### src/rtl/sccb_master.sv
// SCCB (OV7670-compatible) three-phase write master with an open-drain SIOD enable.
// Optional ACK checking is enabled by defining SCCB_ACK_CHECK_EN.
module sccb_master #(
    parameter int          CLK_FREQ  = 100_000_000,
    parameter int          SCCB_FREQ = 100_000,
    parameter logic [7:0]  CAMERA_ID = 8'h42
) (
    input  logic       clk,
    input  logic       rst,
    input  logic       sccb_start,
    input  logic [7:0] sccb_sub_addr,
    input  logic [7:0] sccb_data,
    output logic       sccb_ready,
    output logic       sccb_done,
    output logic       sccb_nack,
    output logic       sioc,
    output logic       siod_oe,
    input  logic       siod_in
);

    localparam int QTR = CLK_FREQ / (4 * SCCB_FREQ);
    localparam int QW  = (QTR > 1) ? $clog2(QTR) : 1;
    localparam logic [QW-1:0] QTR_LAST = QW'(QTR - 1);

    typedef enum logic [2:0] {IDLE, START, BIT, STOP, DONE} state_t;

    state_t      state, state_nx;
    logic [1:0]  q, q_nx;
    logic [3:0]  bit_cnt, bit_nx;
    logic [1:0]  byte_cnt, byte_nx;
    logic [23:0] shreg, shreg_nx;
    logic [QW-1:0] qcnt;
    logic        tick;
    logic        accept;
    logic        nack_stop;

    // A request is taken whenever the master reports ready, including the DONE cycle.
    assign accept = sccb_start && ((state == IDLE) || (state == DONE));
    assign tick   = (qcnt == QTR_LAST);

    always_ff @(posedge clk or posedge rst) begin
        if (rst) begin
            qcnt <= '0;
        end else if (accept || state == IDLE || state == DONE || tick) begin
            qcnt <= '0;
        end else begin
            qcnt <= qcnt + 1'b1;
        end
    end

    always_ff @(posedge clk or posedge rst) begin
        if (rst) begin
            state    <= IDLE;
            q        <= '0;
            bit_cnt  <= '0;
            byte_cnt <= '0;
            shreg    <= '0;
        end else begin
            state    <= state_nx;
            q        <= q_nx;
            bit_cnt  <= bit_nx;
            byte_cnt <= byte_nx;
            shreg    <= shreg_nx;
        end
    end

`ifdef SCCB_ACK_CHECK_EN
    logic nack_q, nack_nx;

    always_ff @(posedge clk or posedge rst) begin
        if (rst) begin
            nack_q <= 1'b0;
        end else begin
            nack_q <= nack_nx;
        end
    end

    assign nack_stop = nack_q;
    assign sccb_nack = nack_q;

    // The acknowledge is sampled at the SIOC-high sample point of each ninth slot.
    always_comb begin
        nack_nx = nack_q;
        if (accept) begin
            nack_nx = 1'b0;
        end else if (state == BIT && tick && q == 2'd2 && bit_cnt == 4'd8 && siod_in) begin
            nack_nx = 1'b1;
        end
    end
`else
    logic unused_siod_in;
    assign unused_siod_in = siod_in;
    assign nack_stop      = 1'b0;
    assign sccb_nack      = 1'b0;
`endif

    always_comb begin
        state_nx   = state;
        q_nx       = q;
        bit_nx     = bit_cnt;
        byte_nx    = byte_cnt;
        shreg_nx   = shreg;
        sioc       = 1'b1;
        siod_oe    = 1'b0;
        sccb_ready = 1'b0;
        sccb_done  = 1'b0;

        case (state)
            IDLE: begin
                sccb_ready = 1'b1;
            end
            START: begin
                siod_oe = (q == 2'd1);
                if (tick) begin
                    if (q == 2'd1) begin
                        state_nx = BIT;
                        q_nx     = 2'd0;
                        bit_nx   = 4'd0;
                        byte_nx  = 2'd0;
                    end else begin
                        q_nx = q + 2'd1;
                    end
                end
            end
            BIT: begin
                sioc    = (q == 2'd1) || (q == 2'd2);
                siod_oe = (bit_cnt != 4'd8) && !shreg[23];
                if (tick) begin
                    q_nx = q + 2'd1;
                    if (q == 2'd3) begin
                        if (bit_cnt == 4'd8) begin
                            bit_nx = 4'd0;
                            if (byte_cnt == 2'd2 || nack_stop) begin
                                state_nx = STOP;
                            end else begin
                                byte_nx = byte_cnt + 2'd1;
                            end
                        end else begin
                            bit_nx   = bit_cnt + 4'd1;
                            shreg_nx = {shreg[22:0], 1'b0};
                        end
                    end
                end
            end
            STOP: begin
                sioc    = (q != 2'd0);
                siod_oe = (q <= 2'd1);
                if (tick) begin
                    q_nx = q + 2'd1;
                    if (q == 2'd3) begin
                        state_nx = DONE;
                    end
                end
            end
            DONE: begin
                sccb_ready = 1'b1;
                sccb_done  = 1'b1;
                state_nx   = IDLE;
            end
            default: begin
                state_nx = IDLE;
            end
        endcase

        if (accept) begin
            state_nx = START;
            q_nx     = 2'd0;
            bit_nx   = 4'd0;
            byte_nx  = 2'd0;
            shreg_nx = {CAMERA_ID, sccb_sub_addr, sccb_data};
        end
    end

endmodule

### config.mk
export PLATFORM = sky130hd
export DESIGN_NAME = sccb_master
export DESIGN_NICKNAME = d
export VERILOG_FILES = /design/src/rtl/sccb_master.sv
export SDC_FILE = /design/constraint.sdc
export NUM_CORES = 1
export LEC_CHECK = 0
export CAP_MARGIN = 15
export CORE_ASPECT_RATIO = 1.5
export CORE_MARGIN = 3
export CORE_UTILIZATION = 35
export DETAILED_ROUTE_END_ITERATION = 12
export PLACE_DENSITY = 0.6
export SETUP_SLACK_MARGIN = 0.5
export SYNTH_ARGS = -nofsm -noshare
export SYNTH_HDL_FRONTEND = slang
export SYNTH_SLANG_ARGS = --single-unit
export TNS_END_PERCENT = 20
### constraint.sdc
create_clock -name clk -period 2.5 [get_ports clk]
set_clock_uncertainty 0.15 [all_clocks]
set_input_delay 0.25 -clock clk [delete_from_list [all_inputs] [get_ports clk]]
set_output_delay 0.25 -clock clk [all_outputs]
set_load 0.05 [all_outputs]
==> flow_summary_export.csv <==
group,metric,value,unit
floorplanning,floorplan.core_area,6310,sq um
status,status,"finished clean",
floorplanning,die_w,72.7,microns
critical_path,cp.required,2.10,ns
detailed_routing,wire_per_inst,15.1,microns
synthesis,synth_seq_cells,43,
cts,cts_max_level,2,
global_routing,grtUsageMet1,16.2,%
critical_path,cp-end-kind,"primary output",
sta,post-route-min-period,2.11,ns
floorplanning,rows,35,
global_routing,use_met3,3.03,%
sta,fmax,474,MHz
synthesis,async_flop_share,100,%
critical_path,r2r_setup_slack,0.47,ns
synthesis,syn-num-nets,285,
floorplanning,ios,25,
critical_path,crit-reg2reg-capture,"shreg[7]",
global_routing,grt_pass1_vias,1939,
global_routing,antenna_found_initial,0,
detailed_routing,dr.pass1.iters,4,
detailed_routing,vias_per_cell,5.46,
power,switching_power,649,uW
place,dpl_cell_area,2680,sq um
power,power.density,644,nW/um^2
synthesis,netlist_area,2340,sq um
cts,clockBufferDepth,2,
power,intPower,1.27,mW
detailed_routing,ant_nets,0,
cts,cts_tree,"yes",
final_layout,insertedDiodeCount,0,
power,peakVddDrop,0.000244,V
power,p_seq_share,47.5,%
sta,finalMaxSlewViolations,0,
final_layout,multi_input_area,1300,sq um
final_layout,areaGrowthSynthToFinish,27.6,%
synthesis,yosysWarnings,0,
cts,path_clk_slew,0.08,ns
critical_path,cpPeakStageDelay,0.42,ns
synthesis,seq_area_frac_synth,46.0,%
power,switching_share,33.8,%
final_layout,drive_above_1_share,21.0,%
global_routing,grt_pass1_wl,8730,microns
detailed_routing,drt_iter0_drc,103,
synthesis,synthCells,256,
synthesis,synth_ff_type,"dfrtp_1",
synthesis,syn_avg_cell_area,9.13,sq um
final_layout,layout_common_cells,"dfrtp_1, nand3_1, nor2_1, buf_4, clkdlybuf4s50_1",
hold_path,hold_path.class,"input pin to asynchronous set/reset pin",
cts,insertion_delay,0.30,ns
critical_path,worst-path-max-fanout,6,
place,io_buffers,22,
final_layout,register_area,1080,sq um
place,gp_congestion,0.737,
sta,grt_setup_unrepaired,"yes",
floorplanning,fp.dieH,106,microns
sta,tightestPinTransition,0.567,ns
sta,finalSetupViolCount,0,
cts,numCtsBuffers,5,
global_routing,grt_remaining_overflow,0,
floorplanning,initial_core_util,37.1,%
detailed_routing,vias,1988,
power,p_clk_share,22.3,%
floorplanning,dieArea,7710,sq um
critical_path,ff2ff_path_depth,6,
global_routing,grt_usage,14.0,%
critical_path,crit_chain,"inv_2 -> ha_2 -> and3b_2 -> nand2b_4 -> o22ai_4 -> buf_12",
final_layout,fillCellCount,617,
sta,setup_tns,0,ns
power,p_comb_share,30.1,%
final_layout,final_area,2980,sq um
detailed_routing,drt-total-wl,5480,microns
sta,hold_viol_final,0,
global_routing,grt-busiest-layer,"met2",
final_layout,layout.nets,319,
critical_path,cp-start-kind,"flip-flop",
place,dp_hpwl,3460,microns
critical_path,arrival,1.71,ns
final_layout,final_common_cell,"dfrtp_1",
critical_path,path_class,"flip-flop to primary output",
cts,clock_sinks,43,
synthesis,synth.distinct_cells,47,
cts,clock-root-buffer,"clkbuf_8",
critical_path,worst_path_max_delay_cell,"dfrtp_1",
global_routing,met2_usage,25.0,%
power,leakage,1.19,nW
synthesis,synth-edff-count,0,
detailed_routing,drc,0,
global_routing,grt_max_degree,44,
sta,relSlewSlack,62.2,%
critical_path,rr_startpoint,"bit_cnt[0]",
sta,period_share,84.4,%
cts,ctsHoldBuffers,0,
job,maxCapViolations,0,
## cells in the mapped netlist, types with 4 or more instances
cell type	count	share of area, %
a21oi_1	10	2.1
a31oi_1	14	3.7
clkbuf_1	9	1.4
dfrtp_1	43	46
ha_1	9	4.8
inv_1	9	1.4
nand2_1	14	2.2
nand2b_1	4	1.1
nand3_1	30	6.4
nor2_1	26	4.2
o21ai_0	9	1.9
o21ai_1	18	3.9
o31ai_1	4	1.3
o41ai_1	6	2.2
## routing by layer
metal,vias to the layer above,share of wire [%]
met5,-,0
met4,0,1.8
met3,9,4.7
met2,40,51
met1,948,43
li1,991,-
## per-stage QoR
step / hold WS, ns / total power, mW / util [%] / instances / worst slack [ns]
finish: 0.234 / 1.92 / 47.3 / 364 / 0.390
global route: 0.290 / 2.04 / 47.3 / 364 / 0.322
CTS: 0.265 / 1.90 / 43.8 / 354 / 0.324
detailed placement: 0.335 / 1.45 / 42.4 / 347 / 0.267
global placement: 0.324 / 1.44 / 42.4 / 347 / 0.306
floorplan: 0.222 / 1.29 / - / 256 / 0.535
## cell type report
class,count,share of cell area [%]
flip-flops and latches,43,36.1
well taps,74,3.10
repair buffers,43,13.2
clock buffers,5,2.31
inverters,9,1.13
clock inverters,2,0.461
multi-input cells,188,43.7
## flip-flops by register name (all words and copies together) (netlist names)
name,cells
bit_cnt,4
shreg,24
q,2
byte_cnt,2
qcnt,8
state,3
## power groups by stage
stage	combinational [mW]	sequential, mW	clock, mW
after floorplan	0.397	0.898	0
after global placement	0.526	0.915	0
after detailed placement	0.532	0.921	0
after CTS	0.538	0.907	0.452
after global routing	0.648	0.925	0.470
final	0.579	0.913	0.429
## worst max-delay path by stage
stage | startpoint | to | depth (start not counted)
after global placement | qcnt[1] | shreg[14] | 6
after CTS | qcnt[1] | shreg[14] | 6
after floorplan | state[0] | shreg[10] | 6
after global routing | bit_cnt[0] | siod_oe | 6
final | bit_cnt[0] | siod_oe | 6
after detailed placement | qcnt[1] | shreg[14] | 6
## logic make-up (layout without fill, tap and decap cells)
group,Yosys count,after routing,synth area share [%]
XOR/XNOR,6,6,2.25
other,1,1,0.160
buffers and inverters,27,59,5.62
flip-flops,43,43,46.0
adder cells (fa/ha/maj),9,9,4.82
AND/OR/NAND/NOR,93,95,20.0
AO/OA/AOI/OAI,75,75,20.2
multiplexers,2,2,0.964
## repair_timing
action / in CTS / in global routing
pin swaps: 1 / 7
gates resized for setup: 3 / 30
cloned: 0 / 2
buffers inserted: 0 / 8
setup endpoints to repair: 32 / 34
## critical path: cells and delay by family (launching register included)
| family | cells | cell delay (ns) |
|---|---|---|
| and+or+nand+nor | 2 | 0.43 |
| adders and majority gates | 1 | 0.15 |
| buffers and inverters | 2 | 0.21 |
| AOI/OAI and AO/OA | 1 | 0.20 |
| DFF | 1 | 0.42 |
(Power assumes the default switching activity.)
